File: src/rtl/pipelined_inst_decoder_pkg.sv
// Shared widths, control-word layout and helpers for the registered instruction decode stage.
// Control word layout, MSB to LSB: {DA, AA, BA, FS[3:0], MB, MD, RW, MW, PL, JB, BC}.
package pipelined_inst_decoder_pkg;

  localparam int FS_W   = 4;
  localparam int CTRL_W = 7;

  // Bit positions of the single-bit controls inside the low CTRL_W bits of the control word
  localparam int CB_BC = 0;
  localparam int CB_JB = 1;
  localparam int CB_PL = 2;
  localparam int CB_MW = 3;
  localparam int CB_RW = 4;
  localparam int CB_MD = 5;
  localparam int CB_MB = 6;

  localparam int FS_LSB = CTRL_W;
  localparam int BA_LSB = CTRL_W + FS_W;

  typedef struct packed {
    logic mb;
    logic md;
    logic rw;
    logic mw;
    logic pl;
    logic jb;
    logic bc;
  } ctrl_t;

  function automatic int inst_width(input int aw);
    return 3 * aw + 7;
  endfunction

  function automatic int cw_width(input int aw);
    return 3 * aw + FS_W + CTRL_W;
  endfunction

  function automatic int aa_lsb(input int aw);
    return BA_LSB + aw;
  endfunction

  function automatic int da_lsb(input int aw);
    return BA_LSB + 2 * aw;
  endfunction

endpackage

File: src/rtl/pipelined_inst_decoder_field_decode.sv
// Purely combinational instruction-word to control-word decode.
module pipelined_inst_decoder_field_decode
  import pipelined_inst_decoder_pkg::*;
#(
  parameter  int AW     = 3,
  localparam int INST_W = inst_width(AW),
  localparam int CW_W   = cw_width(AW)
) (
  input  logic [INST_W-1:0] i_inst,
  output logic [CW_W-1:0]   o_cw
);

  localparam int T = INST_W - 1;

  ctrl_t           w_ctrl;
  logic [FS_W-1:0] w_fs;

  always_comb begin
    w_ctrl    = '0;
    w_ctrl.mb = i_inst[T];
    w_ctrl.md = i_inst[T-2];
    w_ctrl.jb = i_inst[T-2];
    w_ctrl.rw = ~i_inst[T-1];
    w_ctrl.mw = i_inst[T-1] & ~i_inst[T];
    w_ctrl.pl = i_inst[T-1] & i_inst[T];
    w_ctrl.bc = i_inst[3*AW];
    // The branch-condition bit doubles as FS[0] except on PL-type words
    w_fs      = {i_inst[T-3:T-5], i_inst[3*AW] & ~w_ctrl.pl};
  end

  // DA, AA, BA sit contiguously at the bottom of the instruction in the same order as the control word
  assign o_cw = {i_inst[3*AW-1:0], w_fs, w_ctrl};

endmodule

File: src/rtl/pipelined_inst_decoder.sv
// Registered decode stage: valid/ready input, output register backed by a one-entry skid buffer,
// flush and load-use bubble insertion.
module pipelined_inst_decoder
  import pipelined_inst_decoder_pkg::*;
#(
  parameter  int AW           = 3,
  parameter  int LOAD_USE_BUB = 1,
  localparam int INST_W       = inst_width(AW)
) (
  input  logic              clk,
  input  logic              rst_n,
  input  logic              in_valid,
  output logic              in_ready,
  input  logic [INST_W-1:0] in_inst,
  input  logic              flush,
  output logic              out_valid,
  input  logic              out_ready,
  output logic [AW-1:0]     out_da,
  output logic [AW-1:0]     out_aa,
  output logic [AW-1:0]     out_ba,
  output logic [FS_W-1:0]   out_fs,
  output logic              out_mb,
  output logic              out_md,
  output logic              out_rw,
  output logic              out_mw,
  output logic              out_pl,
  output logic              out_jb,
  output logic              out_bc,
  output logic              hazard
);

  localparam int         CW_W     = cw_width(AW);
  localparam int         AA_LSB   = aa_lsb(AW);
  localparam int         DA_LSB   = da_lsb(AW);
  localparam bit         BUB_EN   = (LOAD_USE_BUB != 0);
  localparam logic [1:0] BUB_INIT = 2'(LOAD_USE_BUB);

  logic              r_out_valid;
  logic [CW_W-1:0]   r_out_cw;
  logic              r_skd_valid;
  logic [INST_W-1:0] r_skd_inst;
  logic [AW-1:0]     r_ld_da;
  logic [1:0]        r_cnt;

  logic [INST_W-1:0] w_cand_inst;
  logic              w_cand_valid;
  logic [CW_W-1:0]   w_cand_cw;
  logic [AW-1:0]     w_cand_aa;
  logic [AW-1:0]     w_cand_ba;
  logic              w_cand_mb;
  ctrl_t             w_out_ctrl;
  logic [AW-1:0]     w_out_da;
  logic              w_out_xfer;
  logic              w_out_free;
  logic              w_out_is_load;
  logic              w_haz_inflight;
  logic              w_haz_pending;
  logic              w_hazard;
  logic              w_load_out;
  logic              w_in_xfer;

  function automatic logic f_reads(input logic [AW-1:0] addr, input logic [AW-1:0] aa,
                                   input logic [AW-1:0] ba, input logic mb);
    return (aa == addr) | (~mb & (ba == addr));
  endfunction

  // A parked word always has priority over the input port so ordering is kept
  assign w_cand_inst  = r_skd_valid ? r_skd_inst : in_inst;
  assign w_cand_valid = r_skd_valid | in_valid;

  pipelined_inst_decoder_field_decode #(
    .AW (AW)
  ) u_field_decode (
    .i_inst (w_cand_inst),
    .o_cw   (w_cand_cw)
  );

  assign w_cand_aa = w_cand_cw[AA_LSB +: AW];
  assign w_cand_ba = w_cand_cw[BA_LSB +: AW];
  assign w_cand_mb = w_cand_cw[CB_MB];

  assign w_out_ctrl    = ctrl_t'(r_out_cw[CTRL_W-1:0]);
  assign w_out_da      = r_out_cw[DA_LSB +: AW];
  assign w_out_xfer    = r_out_valid & out_ready;
  assign w_out_free    = ~r_out_valid | w_out_xfer;
  assign w_out_is_load = w_out_ctrl.md & w_out_ctrl.rw;

  // The cycle a load leaves OUT is itself the first bubble slot; the counter then covers the rest
  assign w_haz_inflight = w_out_xfer & w_out_is_load & f_reads(w_out_da, w_cand_aa, w_cand_ba, w_cand_mb);
  assign w_haz_pending  = (r_cnt > 2'd1) & f_reads(r_ld_da, w_cand_aa, w_cand_ba, w_cand_mb);
  assign w_hazard       = BUB_EN & w_cand_valid & (w_haz_inflight | w_haz_pending);

  assign w_load_out = w_cand_valid & w_out_free & ~w_hazard;
  assign w_in_xfer  = in_valid & ~r_skd_valid;

  always_ff @(posedge clk or negedge rst_n) begin
    if (!rst_n) begin
      r_out_valid <= 1'b0;
      r_out_cw    <= '0;
    end else if (flush) begin
      r_out_valid <= 1'b0;
    end else if (w_load_out) begin
      r_out_valid <= 1'b1;
      r_out_cw    <= w_cand_cw;
    end else if (w_out_xfer) begin
      r_out_valid <= 1'b0;
    end
  end

  always_ff @(posedge clk or negedge rst_n) begin
    if (!rst_n) begin
      r_skd_valid <= 1'b0;
      r_skd_inst  <= '0;
    end else if (flush) begin
      r_skd_valid <= 1'b0;
    end else if (r_skd_valid) begin
      if (w_load_out) begin
        r_skd_valid <= 1'b0;
      end
    end else if (w_in_xfer && !w_load_out) begin
      r_skd_valid <= 1'b1;
      r_skd_inst  <= in_inst;
    end
  end

  // A newer load leaving OUT simply overwrites the tracked destination and restarts the count
  always_ff @(posedge clk or negedge rst_n) begin
    if (!rst_n) begin
      r_ld_da <= '0;
      r_cnt   <= 2'd0;
    end else if (flush) begin
      r_cnt <= 2'd0;
    end else if (BUB_EN && w_out_xfer && w_out_is_load) begin
      r_ld_da <= w_out_da;
      r_cnt   <= BUB_INIT;
    end else if (r_cnt != 2'd0) begin
      r_cnt <= r_cnt - 2'd1;
    end
  end

  assign in_ready  = ~r_skd_valid;
  assign out_valid = r_out_valid;
  assign hazard    = w_hazard;

  assign out_da = w_out_da;
  assign out_aa = r_out_cw[AA_LSB +: AW];
  assign out_ba = r_out_cw[BA_LSB +: AW];
  assign out_fs = r_out_cw[FS_LSB +: FS_W];
  assign out_mb = w_out_ctrl.mb;
  assign out_md = w_out_ctrl.md;
  assign out_rw = w_out_ctrl.rw;
  assign out_mw = w_out_ctrl.mw;
  assign out_pl = w_out_ctrl.pl;
  assign out_jb = w_out_ctrl.jb;
  assign out_bc = w_out_ctrl.bc;

endmodule

File: config.mk
export PLATFORM = sky130hd
export DESIGN_NAME = pipelined_inst_decoder
export DESIGN_NICKNAME = d
export VERILOG_FILES = /design/src/rtl/pipelined_inst_decoder_pkg.sv /design/src/rtl/pipelined_inst_decoder_field_decode.sv /design/src/rtl/pipelined_inst_decoder.sv
export SDC_FILE = /design/constraint.sdc
export NUM_CORES = 1
export LEC_CHECK = 0
export BUFFER_PORTS_ARGS = -buffer_cell sky130_fd_sc_hd__buf_2
export CAP_MARGIN = 5
export CORE_UTILIZATION = 51
export CTS_BUF_LIST = sky130_fd_sc_hd__clkbuf_2
export DETAILED_ROUTE_END_ITERATION = 8
export PLACE_DENSITY = 0.87
export SETUP_SLACK_MARGIN = 0.5
export SKIP_CTS_REPAIR_TIMING = 1
export SYNTH_ARGS = -nofsm -noshare
export SYNTH_HDL_FRONTEND = slang
export SYNTH_SLANG_ARGS = --single-unit
File: constraint.sdc
create_clock -name clk -period 2.15 [get_ports clk]
set_input_delay 0.215 -clock clk [delete_from_list [all_inputs] [get_ports clk]]
set_output_delay 0.215 -clock clk [all_outputs]
set_load 0.01 [all_outputs]
Word level (Yosys, flattened, before mapping). Cells that the tools add are included.

Add/subtract/negate cells: 1. Order comparisons: 1. Equal/unequal tests: 4. Multiplexer cells: 11. Bitwise operators: 26. Reduce and logical (&&, ||, !) cells: 9.

Operators with widths (count): 16-bit 2-to-1 mux (1); 1-bit AND (14); 3-bit equality test (4); 1-bit 2-to-1 mux (7); 1-bit inverter (7); 2-bit 2-to-1 mux (3); 3-bit nonzero test (2); 1-bit bitwise OR (5); 2-bit AND reduction (2); 3-bit AND reduction (1); 2-bit by 1-bit > comparator with 1-bit output, second input constant (1); 1-bit logical AND (2); 2-bit nonzero test (1); 2-bit by 1-bit subtractor with 2-bit output, second input constant (1); 1-bit logical NOT (1).

Bits in registers: 43. Bits of input ports: 21. Output and inout port bits: 23. Word-level logic and storage cells: 58.

Logic depth before layout (Yosys ltp). Gate-level depths: netlist of the first run.

Word-level depth: 14. Gate-level depth with buffers: 9. Gate-level depth less buffers: 8.

Cells and area by module. From an unflattened synthesis of the first run, not the netlist that was laid out.

Cell total of the unflattened synthesis: 166. Area, all modules: 2257.2 um2.

Modules (own cells, without submodules): pipelined_inst_decoder (instances 1, cells an instance 146, area each 2109.5 um2, sequential area each 1076.0 um2); pipelined_inst_decoder_field_decode (instances 1, cells an instance 20, area each 147.6 um2, sequential area each 0.0 um2).

Least setup slack after synthesis of the first run. OpenSTA, ideal clock, no wires.

Path kind: register to register. Start point: register r_skd_valid. End point: register r_skd_inst[0]. Library setup time: 0.125 ns. Data arrival time: 2.136 ns. Data required time: 2.025 ns. Path slack: -0.111 ns. Stages on the path, launching flop included: 9. Path buffers: 2. Period minus slack after synthesis: 2.261 ns. Cells stage by stage: dfrtp_1 buf_6 mux2i_1 xnor2_1 nor4_4 a21oi_2 a21oi_4 buf_12 mux2_4.

Cells in the longest elaborated chain, start to end: 12. Elaborated cells between the ends (all ways): 23. Classes of those cells: 4 x eq/ne; 1 x mux; 15 x bitwise; 3 x reduce/logical.

RTL lines: start, declared (RTL line pipelined_inst_decoder.sv:40) `logic r_skd_valid;`; start signal, assigned (RTL line pipelined_inst_decoder.sv:112) `r_skd_valid <= 1'b0;`; start signal, assigned (RTL line pipelined_inst_decoder.sv:115) `r_skd_valid <= 1'b0;`; start signal, assigned (RTL line pipelined_inst_decoder.sv:118) `r_skd_valid <= 1'b0;`; 16-bit 2-to-1 mux (RTL line pipelined_inst_decoder.sv:68) `assign w_cand_inst = r_skd_valid ? r_skd_inst : in_inst;`; 3-bit equality test / 1-bit inverter (equally long branches) (RTL line pipelined_inst_decoder.sv:64) `return (aa == addr) | (~mb & (ba == addr));`; 1-bit AND (RTL line pipelined_inst_decoder.sv:64); 1-bit bitwise OR (RTL line pipelined_inst_decoder.sv:64); 1-bit AND, on equally long branches (RTL line pipelined_inst_decoder.sv:89, pipelined_inst_decoder.sv:90); 1-bit bitwise OR (RTL line pipelined_inst_decoder.sv:91) `assign w_hazard = BUB_EN & w_cand_valid & (w_haz_inflight | w_haz_pending);`; 1-bit AND (RTL line pipelined_inst_decoder.sv:91); 1-bit inverter (RTL line pipelined_inst_decoder.sv:93) `assign w_load_out = w_cand_valid & w_out_free & ~w_hazard;`; 1-bit AND (RTL line pipelined_inst_decoder.sv:93); 1-bit logical NOT (RTL line pipelined_inst_decoder.sv:120) `end else if (w_in_xfer && !w_load_out) begin`; 1-bit logical AND (RTL line pipelined_inst_decoder.sv:120); 3-bit AND reduction (no line) *; end signal, assigned (RTL line pipelined_inst_decoder.sv:122) `r_skd_inst <= in_inst;`; end, declared (RTL line pipelined_inst_decoder.sv:41) `logic [INST_W-1:0] r_skd_inst;`.

Every way passes the cells marked *; elsewhere a longest branch is shown, timed or not. A chain may end at the register's enable or synchronous reset.

Final worst setup path of the first run.
Start point: register r_skd_valid. End point: output port hazard.

Cells in the longest elaborated chain, start to end: 7. Elaborated cells between the ends (all ways): 15. Classes of those cells: 4 x eq/ne; 1 x mux; 10 x bitwise.

RTL lines: 16-bit 2-to-1 mux (RTL line pipelined_inst_decoder.sv:68); 3-bit equality test / 1-bit inverter (equally long branches) (RTL line pipelined_inst_decoder.sv:64); 1-bit AND (RTL line pipelined_inst_decoder.sv:64); 1-bit bitwise OR (RTL line pipelined_inst_decoder.sv:64); 1-bit AND, on equally long branches (RTL line pipelined_inst_decoder.sv:89, pipelined_inst_decoder.sv:90); 1-bit bitwise OR (RTL line pipelined_inst_decoder.sv:91); 1-bit AND * (RTL line pipelined_inst_decoder.sv:91); end, declared (RTL line pipelined_inst_decoder.sv:29) `output logic hazard`.

Marks and branches as above.

==> impl_metrics.env, run 1 <==
export IMPL_switching_power_w=0.00101
export IMPL_cts_max_level=2
export IMPL_die_h_um=67.1
export IMPL_crit_family="simple AND/OR/NAND/NOR gates"
export IMPL_clkLatencyLatePin_ns=0.42
export IMPL_wl_per_cell_um=15.6
export IMPL_critical_path_max_stage_delay_ns=0.48
export IMPL_finalHoldViolCount=0
export IMPL_drc_errors=0
export IMPL_avgViaCountPerCell=5.24
export IMPL_netlist_instances=160
export IMPL_min_from="in_inst[0]"
export IMPL_synth_seq_cells=42
export IMPL_ant_nets=0
export IMPL_power_leakage_nw=1.35
export IMPL_cts_buffers_inserted=5
export IMPL_drtPass1Iterations=4
export IMPL_max_cap_violations=0
export IMPL_fillers=282
export IMPL_fin_crit_ns=2.51
export IMPL_power_clock_fraction=0.154
export IMPL_post_route_util=0.708
export IMPL_fin_skew_ns=0.0112
export IMPL_highest_signal_layer="met4"
export IMPL_path_class="flop to output pin"
export IMPL_startpoint_type="flop"
export IMPL_grt_max_degree=24
export IMPL_dr_wl_met2_um=2370
export IMPL_setup_viol=32
export IMPL_grt_pass1_wl_um=7090
export IMPL_path_buf_inv=3
export IMPL_ir_drop_mv=0.617
export IMPL_slowest_stage="dfrtp_2"
export IMPL_rows=23
export IMPL_dp_hpwl_um=3270
export IMPL_status="finished with violations"
export IMPL_grt_pass1_vias=1549
export IMPL_core_mm2=0.00403
export IMPL_syn_area_per_cell_um2=13.5
export IMPL_grt_overflow_total=0
export IMPL_fin_nets=262
export IMPL_pwr_share_seq=0.457
export IMPL_final_period_utilization=1.17
export IMPL_cts_clk_slew_worst_paths_ns=0.20
export IMPL_relSlewSlack=0.691
export IMPL_required_ns=1.93
export IMPL_rsz0062_at_grt="yes"
export IMPL_combPwrFrac=0.388
export IMPL_drive_above_1_share=0.550
export IMPL_synth_compound_area_share=0.0267
export IMPL_worstReg2RegStart="r_skd_valid$_DFF_PN0_"
export IMPL_wl_um=4510
export IMPL_synth_top_family_by_area="multiplexers"
export IMPL_tightest_slew_ns=0.464
export IMPL_wl_met3_um=246
export IMPL_synth_xor_area_frac=0.0527
export IMPL_die_area_mm2=0.00450
export IMPL_diodes=0
export IMPL_synthSimpleGateAreaFrac=0.0823
export IMPL_final_common_cell="buf_2"
export IMPL_syn_area_mm2=0.00216
export IMPL_clk_path_buf_depth=2
export IMPL_antenna_found_initial=0
export IMPL_drv_slew=0
export IMPL_internal_power_w=0.00199
export IMPL_cts_tree="built"
export IMPL_final_cell_mix="buf_2 (43), dfrtp_1 (41), mux2_2 (27)"
export IMPL_end_kind="output pin"
export IMPL_synth_yosys_seq_area_share=0.487
export IMPL_synth_nets=183
export IMPL_initial_core_util=0.536
export IMPL_violations="negative setup slack"
export IMPL_vias=1519
export IMPL_numClockSinks=42
export IMPL_crit_arrival_ns=2.30
export IMPL_syn_to_final_growth_pct=32.1
export IMPL_drtIter0Drc=40
export IMPL_ys_warn_count=0
export IMPL_grtUsageTotal=0.220
export IMPL_crit_top_cell="buf_4"
export IMPL_worst_path_max_fanout=4
export IMPL_port_buffers=43
export IMPL_fmaxAchievable_mhz=398
export IMPL_pre_cts_slack_ns=-0.187
export IMPL_cts_root_buf="clkbuf_2"
export IMPL_gp_congestion=0.804
export IMPL_synthAdderAreaFrac=0.0116
export IMPL_ioPinCount=44
export IMPL_switching_share=0.336
export IMPL_path_cells="buf_4, mux2i_1, buf_4, xor2_1, and4_1, nor3_4, and2b_1, nor2_2, buf_2"
export IMPL_synth_mux_area_frac=0.298
export IMPL_netlist_cell_type_count=32
export IMPL_multi_input_area_mm2=0.00110
export IMPL_power_density_mw_per_mm2=1050
export IMPL_drt_met1_wl_um=1830
export IMPL_layout_setup_ws_ns=-0.360
export IMPL_die_w_um=67.1
export IMPL_hp_class="primary input to flop"
export IMPL_crit_start="r_skd_valid$_DFF_PN0_"
export IMPL_regArea_mm2=0.00105
[cells in the mapped netlist, drive strengths merged]
cell    instances  area [um^2]
inv            11         41.3
nand2           4         15.0
nand3           3         27.5
dfrtp          42         1050
nand2b          1         6.26
xor2            4         35.0
nor4            3         46.3
nor3            2         21.3
nor2            8         30.0
and2b           1         7.51
nand4           1         6.26
xnor2           9         78.8
ha              2         25.0
a21oi           4         35.0
clkbuf          1         3.75
o21ai           1         5.00
mux2i          14          144
a21boi          1         7.51
a32o            1         10.0
buf             4         46.3
and4            2         17.5
mux2           41          499
[per-layer routing]
metal / vias up / track usage
met5: - / 0
met4: 0 / 0.0851
met3: 6 / 0.0668
met2: 45 / 0.369
met1: 759 / 0.260
li1: 709 / -
[kinds of logic after synthesis]
family	Yosys count
muxes	55
adders and majority gates	2
DFF	42
and+or+nand+nor	25
buffers and inverters	16
xor gates and xnor gates	13
AOI/OAI and AO/OA	7
[metrics by stage]
stage / setup TNS [ns] / instance area [um^2] / std cells / hold WS [ns] / power [W]
after floorplan: -0.832 / 2180 / 160 / -0.0806 / 0.00206
after global placement: -2.06 / 2610 / 269 / 0.180 / 0.00240
after detailed placement: -4.36 / 2610 / 269 / 0.194 / 0.00246
after CTS: -5.70 / 2670 / 277 / -0.301 / 0.00292
after global routing: -7.43 / 2850 / 290 / 0.000303 / 0.00320
final: -4.47 / 2850 / 290 / 0.0285 / 0.00300
[final timing paths]
path,to,slack (ns),cells after the start
max in group asynchronous,r_skd_inst[10]$_DFFE_PN0P_,1.24,3
max reg2reg,r_skd_inst[12]$_DFFE_PN0P_,-0.24,9
min,r_skd_inst[0]$_DFFE_PN0P_,0.03,2
min reg2reg,r_out_cw[10]$_DFFE_PN0P_,0.52,1
min in group asynchronous,r_out_cw[12]$_DFFE_PN0P_,0.24,2
max,hazard,-0.36,9
[worst reg2reg max path, cell delays in order (launching register included)]
cell,delay [ns]
dfrtp_2,0.44
buf_12,0.16
mux2i_4,0.31
xnor2_1,0.12
nor4_2,0.35
nor3_4,0.09
buf_4,0.16
a21oi_4,0.19
buf_12,0.16
mux2_2,0.33
[layout make-up]
type | count | area share
Sequential cell | 42 | 0.369
Inverter | 11 | 0.0145
Tap cell | 50 | 0.0219
Clock buffer | 7 | 0.0123
Clock inverter | 1 | 0.0105
Multi-Input combinational cell | 102 | 0.386
Timing Repair Buffer | 77 | 0.186
[power groups by stage]
stage / sequential (W) / clock (W) / combinational, W
floorplan: 0.00139 / 0 / 0.000671
global placement: 0.00135 / 0 / 0.00105
detailed placement: 0.00137 / 0 / 0.00109
CTS: 0.00135 / 0.000477 / 0.00110
global route: 0.00142 / 0.000511 / 0.00127
finish: 0.00137 / 0.000464 / 0.00116
[flip-flops by register name, summed over array words and instances (netlist names)]
signal and flops:
r_out_cw 19, r_skd_valid 1, r_ld_da 3, out_valid 1, r_skd_inst 16, r_cnt 2
No activity file was read; power rests on OpenSTA's default activity.
==> inputs of run 2 (changes only) <==
CORE_ASPECT_RATIO = 0.9   (was default)
==> impl_metrics.env, run 2 (synthesized netlist as in run 1, its figures left out) <==
export IMPL_diodes=0
export IMPL_avgViaCountPerCell=5.32
export IMPL_cts_max_level=2
export IMPL_required_ns=1.93
export IMPL_crit_path_end="hazard"
export IMPL_antenna_found_initial=0
export IMPL_drc_errors=6
export IMPL_power_density_mw_per_mm2=1070
export IMPL_dp_hpwl_um=3200
export IMPL_ioPinCount=44
export IMPL_setup_viol=36
export IMPL_path_cells="buf_6, mux2i_4, xnor2_2, nor4_4, and2b_2, nor2_2, buf_2"
export IMPL_hp_class="primary input to flop"
export IMPL_port_buffers=43
export IMPL_vias=1496
export IMPL_die_h_um=63.7
export IMPL_r2r_slack_ns=-0.23
export IMPL_status="finished with violations"
export IMPL_cts_clk_slew_worst_paths_ns=0.21
export IMPL_clkLatencyLatePin_ns=0.41
export IMPL_die_area_mm2=0.00450
export IMPL_crit_start="r_skd_valid$_DFF_PN0_"
export IMPL_r2r_end="r_skd_inst[12]$_DFFE_PN0P_"
export IMPL_clk_path_buf_depth=2
export IMPL_fin_crit_ns=2.56
export IMPL_power_leakage_nw=1.33
export IMPL_critical_path_max_stage_delay_ns=0.45
export IMPL_pre_cts_slack_ns=-0.147
export IMPL_path_class="flop to output pin"
export IMPL_die_w_um=70.6
export IMPL_fin_nets=255
export IMPL_violations="design-rule violations, negative setup slack"
export IMPL_crit_arrival_ns=2.35
export IMPL_cts_buffers_inserted=5
export IMPL_rows=22
export IMPL_fin_skew_ns=0.0169
export IMPL_gp_congestion=0.792
export IMPL_post_route_util=0.692
export IMPL_max_cap_violations=0
export IMPL_worst_path_max_fanout=5
export IMPL_final_period_utilization=1.19
export IMPL_relSlewSlack=0.528
export IMPL_final_common_cell="buf_2"
export IMPL_cts_tree="built"
export IMPL_final_cell_mix="buf_2 (43), dfrtp_1 (42), mux2_2 (27)"
export IMPL_regMostFlops="r_out_cw"
export IMPL_drive_above_1_share=0.567
export IMPL_largest_reg_flops=19
export IMPL_largestRegisters="r_out_cw x19, r_skd_inst x16, r_ld_da x3"
export IMPL_finalHoldViolCount=0
export IMPL_grt_max_degree=32
export IMPL_slowest_stage="dfrtp_1"
export IMPL_grt_pass1_wl_um=6860
export IMPL_drv_slew=0
export IMPL_layout_setup_ws_ns=-0.412
export IMPL_fmaxAchievable_mhz=390
export IMPL_wl_per_cell_um=16.0
export IMPL_core_mm2=0.00407
export IMPL_initial_core_util=0.530
export IMPL_drtIter0Drc=46
export IMPL_grt_pass1_vias=1504
export IMPL_startpoint_type="flop"
export IMPL_tightest_slew_ns=0.707
export IMPL_ir_drop_mv=0.637
export IMPL_drtPass1Iterations=6
export IMPL_end_kind="output pin"
export IMPL_numClockSinks=42
export IMPL_wl_um=4480
export IMPL_grt_overflow_total=0
export IMPL_syn_to_final_growth_pct=30.5
export IMPL_worstReg2RegStart="r_skd_valid$_DFF_PN0_"
export IMPL_cts_root_buf="clkbuf_2"
export IMPL_rr_worst_depth=9
export IMPL_ant_nets=0
export IMPL_grtUsageTotal=0.199
export IMPL_rsz0062_at_grt="yes"
-- run 2: worst max-delay path, delay by kind of cell, from the launching register on --
family	cells	cell delay, ns
xor+xnor	1	0.11
buf+inv	2	0.32
flops	1	0.45
mux	1	0.33
simple gates	3	0.74
-- run 2: stage by stage --
step | instances | total power (W) | hold slack (ns) | setup TNS (ns) | cell area, um^2
final | 281 | 0.00300 | 0.0339 | -5.45 | 2820
after global routing | 281 | 0.00318 | 0.00832 | -8.32 | 2820
after CTS | 275 | 0.00290 | -0.188 | -4.83 | 2660
after detailed placement | 267 | 0.00244 | 0.292 | -3.75 | 2590
after global placement | 267 | 0.00239 | 0.288 | -1.15 | 2590
after floorplan | 160 | 0.00206 | -0.0806 | -0.832 | 2180
-- run 2: worst min path at each step --
stage                           from                   endpoint  cells past startpoint
after floorplan                rst_n      out_valid$_DFFE_PN0P_                      0
after global placement         rst_n   r_out_cw[16]$_DFFE_PN0P_                      1
after detailed placement       rst_n   r_out_cw[16]$_DFFE_PN0P_                      1
after CTS                      rst_n  r_skd_inst[2]$_DFFE_PN0P_                      1
after global routing      in_inst[8]  r_skd_inst[8]$_DFFE_PN0P_                      2
final                     in_inst[8]  r_skd_inst[8]$_DFFE_PN0P_                      2
-- run 2: routing by layer --
layer  wire (um)  part of all wire  vias to the layer above  GRT usage
li1            -                 -                      706          -
met1        2000              0.45                      747      0.254
met2        2240              0.50                       36      0.328
met3         193             0.043                        7     0.0473
met4          50             0.011                        0     0.0800
met5           0                 0                        -          0
-- run 2: power by group --
part / internal [W] / total (W) / switching (W)
combinational: 0.000670 / 0.00117 / 0.000499
clock: 0.000207 / 0.000455 / 0.000248
sequential: 0.00111 / 0.00138 / 0.000268
-- run 2: layout make-up --
type	instances	area [um^2]
clock buffer	7	35.0
timing repair buffer	70	478
clock inverter	1	30.0
inverter	11	41.3
fill	288	1260
tap	48	60.1
sequential	42	1050
multi-input combinational	102	1120
